### config.mk
export PLATFORM = sky130hd
export DESIGN_NAME = mult_div_unit
export DESIGN_NICKNAME = d
export VERILOG_FILES = /design/src/rtl/mult_div_unit.sv
export SDC_FILE = /design/constraint.sdc
export NUM_CORES = 1
export LEC_CHECK = 0
export CORE_MARGIN = 4
export CORE_UTILIZATION = 45
export CTS_BUF_LIST = sky130_fd_sc_hd__clkbuf_8 sky130_fd_sc_hd__clkbuf_16
export CTS_CLUSTER_DIAMETER = 120
export DETAILED_ROUTE_END_ITERATION = 10
export DONT_BUFFER_PORTS = 1
export GPL_TIMING_DRIVEN = 1
export PLACE_DENSITY_LB_ADDON = 0.2
export SYNTH_ARGS = -nofsm -noshare
export SYNTH_HDL_FRONTEND = slang
export SYNTH_SLANG_ARGS = --single-unit
### constraint.sdc
create_clock -name clock -period 11.1 [get_ports clock]
set_input_delay 2.775 -clock clock [delete_from_list [all_inputs] [get_ports clock]]
set_output_delay 2.775 -clock clock [all_outputs]
set_load 0.02 [all_outputs]
### src/rtl/mult_div_unit.sv
// Iterative multiply/divide unit owning the HI/LO pair: shift-add multiply and
// restoring divide, one bit per cycle, with the sign fix applied on the final iteration.
module mult_div_unit #(
  parameter int WIDTH = 32
) (
  input  logic             clock,
  input  logic             reset,
  input  logic             start,
  input  logic [1:0]       op,
  input  logic [WIDTH-1:0] op_a,
  input  logic [WIDTH-1:0] op_b,
  input  logic             hi_we,
  input  logic             lo_we,
  input  logic [WIDTH-1:0] w_data,
  output logic [WIDTH-1:0] hi,
  output logic [WIDTH-1:0] lo,
  output logic             busy,
  output logic             done
);

  localparam int CW = $clog2(WIDTH);
  localparam logic [CW-1:0] LAST = CW'(WIDTH - 1);

  typedef enum logic {
    IDLE = 1'b0,
    CALC = 1'b1
  } state_t;

  state_t             state_q, state_d;
  logic [CW-1:0]      cnt_q, cnt_d;
  logic               is_div_q, is_div_d;
  logic               neg_res_q, neg_res_d;
  logic               neg_rem_q, neg_rem_d;
  logic               div_zero_q, div_zero_d;
  logic [WIDTH-1:0]   a_q, a_d;
  logic [WIDTH-1:0]   b_q, b_d;
  logic [2*WIDTH-1:0] acc_q, acc_d;
  logic [WIDTH-1:0]   hi_q, hi_d;
  logic [WIDTH-1:0]   lo_q, lo_d;
  logic               busy_q, busy_d;
  logic               done_q, done_d;

  // Signed ops (op[0]==0) work on magnitudes; the signs are remembered for the fix-up.
  logic             sign_a, sign_b;
  logic [WIDTH-1:0] mag_a, mag_b;
  assign sign_a = ~op[0] & op_a[WIDTH-1];
  assign sign_b = ~op[0] & op_b[WIDTH-1];
  assign mag_a  = sign_a ? -op_a : op_a;
  assign mag_b  = sign_b ? -op_b : op_b;

  // Multiply: b_q is shifted right, the product grows down from the top half of acc_q.
  logic [WIDTH-1:0]   mul_addend;
  logic [WIDTH:0]     mul_sum;
  logic [2*WIDTH-1:0] mul_acc;
  assign mul_addend = b_q[0] ? a_q : {WIDTH{1'b0}};
  assign mul_sum    = {1'b0, acc_q[2*WIDTH-1:WIDTH]} + {1'b0, mul_addend};
  assign mul_acc    = {mul_sum, acc_q[WIDTH-1:1]};

  // Divide: a_q shifts dividend bits out and quotient bits in; acc_q holds the remainder.
  logic [WIDTH:0]   div_shift, div_diff, div_rem;
  logic             div_ge;
  logic [WIDTH-1:0] div_quo;
  assign div_shift = {acc_q[WIDTH-1:0], a_q[WIDTH-1]};
  assign div_ge    = div_shift >= {1'b0, b_q};
  assign div_diff  = div_shift - {1'b0, b_q};
  assign div_rem   = div_ge ? div_diff : div_shift;
  assign div_quo   = {a_q[WIDTH-2:0], div_ge};

  logic [2*WIDTH-1:0] prod_fix;
  logic [WIDTH-1:0]   quo_fix, rem_fix;
  assign prod_fix = neg_res_q ? -mul_acc : mul_acc;
  assign quo_fix  = div_zero_q ? {WIDTH{1'b1}} : (neg_res_q ? -div_quo : div_quo);
  assign rem_fix  = neg_rem_q ? -div_rem[WIDTH-1:0] : div_rem[WIDTH-1:0];

  always_comb begin
    state_d    = state_q;
    cnt_d      = cnt_q;
    is_div_d   = is_div_q;
    neg_res_d  = neg_res_q;
    neg_rem_d  = neg_rem_q;
    div_zero_d = div_zero_q;
    a_d        = a_q;
    b_d        = b_q;
    acc_d      = acc_q;
    hi_d       = hi_q;
    lo_d       = lo_q;
    busy_d     = busy_q;
    done_d     = 1'b0;
    case (state_q)
      IDLE: begin
        if (start) begin
          is_div_d   = op[1];
          neg_res_d  = sign_a ^ sign_b;
          neg_rem_d  = sign_a;
          div_zero_d = (op_b == '0);
          a_d        = mag_a;
          b_d        = mag_b;
          acc_d      = '0;
          cnt_d      = '0;
          state_d    = CALC;
          busy_d     = 1'b1;
        end else begin
          if (hi_we) hi_d = w_data;
          if (lo_we) lo_d = w_data;
        end
      end
      CALC: begin
        if (is_div_q) begin
          acc_d = {{(WIDTH-1){1'b0}}, div_rem};
          a_d   = div_quo;
        end else begin
          acc_d = mul_acc;
          b_d   = b_q >> 1;
        end
        // The last iteration's result goes straight into HI/LO through the sign fix.
        if (cnt_q == LAST) begin
          if (is_div_q) begin
            hi_d = rem_fix;
            lo_d = quo_fix;
          end else begin
            hi_d = prod_fix[2*WIDTH-1:WIDTH];
            lo_d = prod_fix[WIDTH-1:0];
          end
          state_d = IDLE;
          busy_d  = 1'b0;
          done_d  = 1'b1;
        end else begin
          cnt_d = cnt_q + 1'b1;
        end
      end
      default: state_d = IDLE;
    endcase
  end

  always_ff @(posedge clock or posedge reset) begin
    if (reset) begin
      state_q    <= IDLE;
      cnt_q      <= '0;
      is_div_q   <= 1'b0;
      neg_res_q  <= 1'b0;
      neg_rem_q  <= 1'b0;
      div_zero_q <= 1'b0;
      a_q        <= '0;
      b_q        <= '0;
      acc_q      <= '0;
      hi_q       <= '0;
      lo_q       <= '0;
      busy_q     <= 1'b0;
      done_q     <= 1'b0;
    end else begin
      state_q    <= state_d;
      cnt_q      <= cnt_d;
      is_div_q   <= is_div_d;
      neg_res_q  <= neg_res_d;
      neg_rem_q  <= neg_rem_d;
      div_zero_q <= div_zero_d;
      a_q        <= a_d;
      b_q        <= b_d;
      acc_q      <= acc_d;
      hi_q       <= hi_d;
      lo_q       <= lo_d;
      busy_q     <= busy_d;
      done_q     <= done_d;
    end
  end

  assign hi   = hi_q;
  assign lo   = lo_q;
  assign busy = busy_q;
  assign done = done_q;

endmodule

==> metrics.cfg, run 1 <==
[pwr]
power_mw=7.27
max-vdd-ir-drop_mv=0.166
powerDensity_nw_per_um2=375
power_leakage_nw=7.77

[logic_synthesis]
synth_xor_xnor_area_share_pct=10.5
ys_async_sr_fraction_pct=100
synth_adder_area_share_pct=5.18
synth_flop_cell=dfrtp_1
synth_top_family_by_area=compound AO/OA/AOI/OAI gates
synth-compound-area-share_pct=28.7
synthSimpleGateAreaFrac_pct=20.5
synth_mux_area_share_pct=2.02
synth_fp_nets=2511
synth_edf_count=0
ys_types=92
synth_area_per_cell_sq_um=7.78
netlist_area_sq_um=18200
ys_ff_latch=204
synth_cells=2334
yosysWarnings=0
yosysSeqAreaShare_pct=28.1

[place]
port_buffers=0
dp_cells=2732
routabilityCongestion=0.974
place_ws_ps=5640
placed_area_sq_um=18400
hpwl_microns=51600

[global_routing]
grt-ovfl-total=0
grt_pass1_wl_microns=104000
grt_pass1_vias=16790
grt_antenna_before_repair=4
grt_max_degree=103
grtUsageTotal_pct=30.1

[worst_setup_path]
crit_arrival_ps=6040
cp_data_required_time_ps=11610
crit_path_end_kind=flop
start_kind=flop
critPathMaxFanout=55
crit_type=reg2reg

[cells_and_area]
final_cell_mix=266 x nand2_1, 215 x a21oi_1, 201 x dfrtp_1
layout_commonest_cell=nand2_1
antenna_cells=0
fillers=3918
stdcell_area_sq_um=19400
drive_above_1_share_pct=5.90
fin_util_pct=48.8
syn2layout_area_growth_pct=6.88
fin_nets=2413
final_cell_count_no_fill=2781

[timing]
fmax_mhz=181
worstMarginPinSlew_ps=1160
fin_crit_sh_pct=49.7
slew_headroom_pct=22.2
finalCriticalPeriod_ps=5520
rsz0062_at_grt=no
hold_viol=0
finalSetupViolCount=0
finalMaxSlewViolations=0
setup_ws_ps=5580
tns_ps=0
clock_skew_ps=30.4
hold-worst-slack_ps=498

[route]
via_count=18072
finalWirelength_microns=68700
ant_nets=0
first_pass_iters=6
drcViolationCount=0
wl_per_cell_microns=24.7
vias_per_cell=6.50
drt_iter0_drc=2236

[clock_network]
cts_buffers=27
clkLatencyLatePin_ps=590
cts_root_buf=clkbuf_16
hold_buffers=0
cts_setup_buffers=0
clockBufferDepth=3
clk_pin_slew_ps=60
cts_tree=done
ctsResizeCount=0
htreeDepth=1
cts_sinks=204

[run_status]
status=finished, final reports clean

[floorplanning]
start_util_pct=45.6
die_area_sq_um=43600
core_sq_um=39800
die-width_microns=209
num_rows=73
die_y_microns=209
ios=169

[min_path]
hold_path_class=reg2reg

[run]
drv_cap=0

==> cell usage after synthesis, types with 16 or more instances <==
cell type	n	share of area [%]
buf_2	17	0.47
o211ai_1	21	0.87
xnor2_1	132	6.4
o22ai_1	47	1.6
o31ai_1	39	1.6
nand2b_1	20	0.69
inv_1	67	1.4
o221ai_1	30	1.4
nor2b_1	23	0.79
clkbuf_1	107	2.2
mux2i_1	31	1.7
a21o_1	19	0.79
and2_1	47	1.6
nand3_1	26	0.72
a211oi_1	20	0.83
ha_1	72	5.0
xor2_1	85	4.1
a21oi_1	217	6.0
nor4_1	26	0.90
a22o_1	34	1.6
and3_1	16	0.55
or3_1	32	1.1
nor2_1	196	4.0
o41ai_1	21	1.0
dfrtp_1	204	28
nor3_1	43	1.2
o21ai_0	196	5.4
nand2_1	268	5.5
a31oi_1	55	1.9
==> layer usage <==
metal / share of wire (%) / vias to the layer above / GRT usage (%) / wire [microns]
li1: - / 8355 / - / -
met4: 2.5 / 2 / 7.20 / 1720
met5: 0.019 / - / 0 / 13
met1: 45 / 8644 / 44.7 / 30600
met3: 11 / 102 / 6.76 / 7540
met2: 42 / 969 / 44.6 / 28900
==> sequential cells by signal, summed over array words and instances (netlist names) <==
register	cells
is_div_q	1
div_zero_q	1
busy	1
b_q	32
lo	32
state_q	1
cnt_q	5
neg_rem_q	1
done	1
a_q	32
hi	32
acc_q	64
neg_res_q	1
==> kinds of logic after synthesis <==
logic type,count (synthesis)
buffers and inverters,219
xor gates and xnor gates,217
DFF,204
and+or+nand+nor,772
muxes,36
AOI/OAI and AO/OA,812
adders and majority gates,74
==> critical path, cell delays in order (launching register included) <==
cell     delay, ps
dfrtp_1        610
inv_1          290
ha_1           450
nand4_1        110
nor4_1         400
a31oi_1        180
o21ai_2        180
or2_2          190
buf_4          550
nand2_1        100
o21ai_0        170
ha_1           330
nand2_1        100
nor4_1         450
a31oi_2        340
o41ai_2        500
xor2_1         210
mux2i_1        100
a21oi_1        160
==> cell type report <==
cell class                      instances  area (sq um)  share of cell area, %
Clock buffer                           33           758                   3.91
Multi-Input combinational cell       1911         12200                   62.8
Sequential cell                       204          5110                   26.3
Timing Repair Buffer                   23           173                  0.889
Tap cell                              525           657                   3.38
Inverter                               69           267                   1.37
Clock inverter                         16           246                   1.27
==> path summary, 6_finish.rpt <==
path | start | endpoint | slack, ps | cells past startpoint
max | a_q[31]$_DFFE_PP0P_ | hi[24]$_DFFE_PP0P_ | 5580 | 18
min | acc_q[61]$_DFFE_PP0P_ | acc_q[61]$_DFFE_PP0P_ | 500 | 2
max reg2reg | a_q[31]$_DFFE_PP0P_ | hi[24]$_DFFE_PP0P_ | 5580 | 18
min reg2reg | acc_q[61]$_DFFE_PP0P_ | acc_q[61]$_DFFE_PP0P_ | 500 | 2
max in group asynchronous | reset | cnt_q[4]$_DFFE_PP0P_ | 7760 | 2
min in group asynchronous | reset | hi[0]$_DFFE_PP0P_ | 2130 | 1
==> where the power goes <==
| group | switching, mW | internal, mW | leakage (nW) |
|---|---|---|---|
| combinational | 2.88 | 1.66 | 4.88 |
| clock | 0.376 | 0.623 | 0.508 |
| sequential | 0.688 | 1.05 | 2.39 |
Power figures use the tool's default switching activity.
==> run 2: changes to the inputs <==
==> constraint.sdc (replaced) <==
create_clock -name clock -period 5.4 [get_ports clock]
set_input_delay 1.35 -clock clock [delete_from_list [all_inputs] [get_ports clock]]
set_output_delay 1.35 -clock clock [all_outputs]
set_load 0.02 [all_outputs]
==> run 2 against run 1 <==
Critical path depth decreased by 4. Power grew 110%. Setup slack worse by 5200 ps. Non-clock buffer count is 29 higher. Die area is the same. Cell count increased by 1.0%. Final area is 0.56% higher. Worst hold slack worse by 6.9 ps. Combinational power rose by 120%. First-iteration DRC count up 8.9%. Core utilization rose by 0.27 points. Clock power grew 80%. Highest routed layer is now met4.
==> metrics.cfg, run 2 (synthesis gave the netlist of run 1 again) <==
[cells_and_area]
fin_util_pct=49.0
drive_above_1_share_pct=6.96
layout_commonest_cell=nand2_1
final_cell_mix=266 x nand2_1, 216 x a21oi_1, 201 x dfrtp_1
largest_reg_flops=64
fin_nets=2441
stdcell_area_sq_um=19500
multi_input_area_sq_um=12200
regArea_sq_um=5110
antenna_cells=0
fillers=4037
regMostFlops=acc_q
syn2layout_area_growth_pct=7.48

[route]
ant_nets=0
wl_per_cell_microns=24.6
drt_iter0_drc=2434
first_pass_iters=6
drcViolationCount=0
vias_per_cell=6.47
via_count=18161
finalWirelength_microns=69000

[floorplanning]
ios=169
die_y_microns=209
die_area_sq_um=43600
start_util_pct=45.6
num_rows=73
core_sq_um=39800
die-width_microns=209

[clock_network]
clockBufferDepth=3
ctsResizeCount=0
hold_buffers=0
cts_sinks=204
clk_pin_slew_ps=70
htreeDepth=1
cts_root_buf=clkbuf_16
cts_setup_buffers=0
cts_tree=done
cts_buffers=26
clkLatencyLatePin_ps=580

[timing]
rsz0062_at_grt=no
fin_crit_sh_pct=93.4
tns_ps=0
finalSetupViolCount=0
hold_viol=0
setup_ws_ps=355
finalMaxSlewViolations=0
fmax_mhz=198
slew_headroom_pct=20.1
worstMarginPinSlew_ps=1190
clock_skew_ps=32.5
finalCriticalPeriod_ps=5040

[worst_setup_path]
crit_arrival_ps=5460
critPathMaxFanout=34
crit_type=reg2reg
cp_data_required_time_ps=5820
crit_path_end_kind=flop
start_kind=flop

[place]
placed_area_sq_um=18600
port_buffers=0
routabilityCongestion=0.944
place_ws_ps=310
hpwl_microns=52900

[run_status]
status=finished, final reports clean

[pwr]
power_mw=15.0
power_leakage_nw=7.86
powerDensity_nw_per_um2=766
max-vdd-ir-drop_mv=0.305

[global_routing]
grt_max_degree=80
grt_pass1_vias=17076
grt_pass1_wl_microns=105000
grt_antenna_before_repair=1
grt-ovfl-total=0
grtUsageTotal_pct=30.1

[run]
drv_cap=0

[min_path]
hold_path_class=reg2reg

[run 2: power breakdown]
group / switching, mW / internal, mW / total (mW)
sequential: 1.16 / 2.16 / 3.33
clock: 0.753 / 1.05 / 1.80
combinational: 6.30 / 3.53 / 9.83
[run 2: metrics by stage]
step	hold slack, ps	cells
final	491	2809
after global routing	531	2809
after CTS	495	2809
after detailed placement	483	2761
after global placement	470	2761
after floorplan	456	2334
[run 2: layout make-up]
type                            instances  area share (%)
Clock inverter                         17           0.846
Sequential cell                       204            26.2
Tap cell                              525            3.36
Clock buffer                           31            3.68
Inverter                               69            1.35
Timing Repair Buffer                   52            2.06
Multi-Input combinational cell       1911            62.5
[run 2: routing by layer]
layer	share of wire [%]	global-route usage (%)
met4	2.3	6.12
met3	9.8	6.53
met2	42	45.0
met1	46	45.0
met5	0	0
[run 2: path summary, 6_finish.rpt]
path                                         end  slack [ps]  depth (start not counted)                   from
min in group asynchronous    b_q[15]$_DFFE_PP0P_         810                          1                  reset
max                           hi[19]$_DFFE_PP0P_         360                         14  acc_q[18]$_DFFE_PP0P_
max in group asynchronous  acc_q[41]$_DFFE_PP0P_        3300                          2                  reset
min reg2reg                acc_q[54]$_DFFE_PP0P_         490                          2  acc_q[54]$_DFFE_PP0P_
min                        acc_q[54]$_DFFE_PP0P_         490                          2  acc_q[54]$_DFFE_PP0P_
max reg2reg                   hi[19]$_DFFE_PP0P_         360                         14  acc_q[18]$_DFFE_PP0P_
[run 2: worst max-delay path: stages (launching register included)]
cell	delay (ps)
dfrtp_1	510
ha_1	460
nand2_1	170
o21ai_1	410
a211oi_1	160
o21ai_2	370
or2_2	220
clkinv_1	90
buf_4	280
nor4_1	620
a41oi_1	470
o21ai_0	330
xor2_1	140
a22oi_1	490
a31oi_1	150
==> run 3: changes to the inputs <==
--- a/config.mk
+++ b/config.mk
@@ -12,7 +12,9 @@
 export DETAILED_ROUTE_END_ITERATION = 10
 export DONT_BUFFER_PORTS = 1
 export GPL_TIMING_DRIVEN = 1
+export HOLD_SLACK_MARGIN = 0.1
 export PLACE_DENSITY_LB_ADDON = 0.2
+export RECOVER_POWER = 25
 export SYNTH_ARGS = -nofsm -noshare
 export SYNTH_HDL_FRONTEND = slang
 export SYNTH_SLANG_ARGS = --single-unit
==> run 3 against run 2 <==
The run now ends with capacitance limit, slew limit left. Worst hold slack better by 5.5 ps. Combinational power about the same. Critical endpoint unchanged. Count of clock-buffer cells in the layout unchanged.
==> metrics.cfg, run 3 (synthesis gave the netlist of run 1 again) <==
[cells_and_area]
stdcell_area_sq_um=19500
regArea_sq_um=5110
final_cell_count_no_fill=2809
syn2layout_area_growth_pct=7.34
antenna_cells=0
layout_commonest_cell=nand2_1
drive_above_1_share_pct=6.87
fin_util_pct=49.0
fillers=4042
largest_reg_flops=64
regMostFlops=acc_q
final_cell_mix=266 x nand2_1, 216 x a21oi_1, 201 x dfrtp_1
fin_nets=2441
multi_input_area_sq_um=12200

[timing]
hold-worst-slack_ps=496
worstMarginPinSlew_ps=3260
finalMaxSlewViolations=211
finalSetupViolCount=0
slew_headroom_pct=-117
tns_ps=0
finalCriticalPeriod_ps=5200
hold_viol=0
fin_crit_sh_pct=96.2
rsz0062_at_grt=no
clock_skew_ps=32.7
fmax_mhz=192

[global_routing]
grt_max_degree=80
grtUsageTotal_pct=30.1
grt_pass1_vias=17076
grt-ovfl-total=0
grt_pass1_wl_microns=105000
grt_antenna_before_repair=1

[floorplanning]
num_rows=73
core_sq_um=39800
ios=169
die_y_microns=209
start_util_pct=45.6
die_area_sq_um=43600
die-width_microns=209

[clock_network]
cts_buffers=26
clkLatencyLatePin_ps=580
cts_tree=done
clk_pin_slew_ps=60
clockBufferDepth=3
htreeDepth=1
cts_root_buf=clkbuf_16
cts_setup_buffers=0
cts_sinks=204

[min_path]
hold_path_class=reg2reg

[pwr]
powerDensity_nw_per_um2=767
max-vdd-ir-drop_mv=0.307
power_leakage_nw=7.85

[route]
ant_nets=0
wl_per_cell_microns=24.6
drcViolationCount=0
vias_per_cell=6.44
drt_iter0_drc=2240
finalWirelength_microns=69000
first_pass_iters=6
via_count=18098

[worst_setup_path]
slowest_stage=clkbuf_1
path_buf_inv=3
start_kind=flop
path_cells=inv_2, clkbuf_1, nor2_1, buf_4, a22oi_1, a31oi_1
crit_path_end_kind=flop
cp_data_required_time_ps=5820
critical_path.top_delay_family=buffers and inverters
crit_type=reg2reg
critPathMaxFanout=60
max_stage_delay_ps=2310
crit_arrival_ps=5610

[place]
placed_area_sq_um=18600
dp_cells=2761
routabilityCongestion=0.944
port_buffers=0
hpwl_microns=52900

[run]
drv_cap=4

[run_status]
violations=capacitance limit, slew limit
status=complete, but fails checks

==> run 3: cell count changes in the layout (fill, tap and decap cells not counted) <==
cell and change:
buf_12 -1, buf_4 -2, clkbuf_1 +2, clkbuf_2 +1
clkinvlp_2 +1, clkinvlp_4 -1
==> run 3: area by class of cell <==
| type | instances | area share (%) |
|---|---|---|
| Multi-Input combinational cell | 1911 | 62.6 |
| Tap cell | 525 | 3.37 |
| Timing Repair Buffer | 52 | 1.95 |
| Clock inverter | 17 | 0.847 |
| Sequential cell | 204 | 26.2 |
| Inverter | 69 | 1.33 |
| Clock buffer | 31 | 3.69 |
==> run 3: layer usage <==
layer	track usage [%]	share of wire, %	vias to the layer above
li1	-	-	8392
met1	45.0	46	8635
met2	45.0	42	960
met3	6.53	10	111
met4	6.12	2.3	0
met5	0	0	-
==> run 3: worst reg2reg max path, delay by kind of cell, from the launching register on <==
family	cells	cell delay [ps]
AND/OR/NAND/NOR	1	700
buffers and inverters	3	2980
flip-flops	1	730
AO/OA/AOI/OAI	2	630
==> run 3: worst paths after layout <==
check / from / to / slack [ps] / cells after the start
max: state_q$_DFF_PP0_ / hi[19]$_DFFE_PP0P_ / 200 / 6
min: acc_q[60]$_DFFE_PP0P_ / acc_q[60]$_DFFE_PP0P_ / 500 / 2
max reg2reg: state_q$_DFF_PP0_ / hi[19]$_DFFE_PP0P_ / 200 / 6
min reg2reg: acc_q[60]$_DFFE_PP0P_ / acc_q[60]$_DFFE_PP0P_ / 500 / 2
max in group asynchronous: reset / state_q$_DFF_PP0_ / 1380 / 2
min in group asynchronous: reset / b_q[15]$_DFFE_PP0P_ / 1070 / 1
==> run 3: repair_timing <==
action                     4_1_cts  5_1_grt
hold buffers                     0        0
gates resized for setup          0        1
setup endpoints to repair        0        4
==> run 3: power by group <==
group | switching [mW] | internal (mW)
Combinational | 6.30 | 3.53
Clock | 0.757 | 1.05
Sequential | 1.17 | 2.17
Total | 8.22 | 6.74
==> run 3: stage by stage <==
stage,power (mW),setup slack [ps]
3_5_place_dp,12.9,310
4_1_cts,14.8,290
6_report,15.0,203
3_3_place_gp,12.8,431
2_1_floorplan,9.93,457
5_1_grt,15.9,91.3
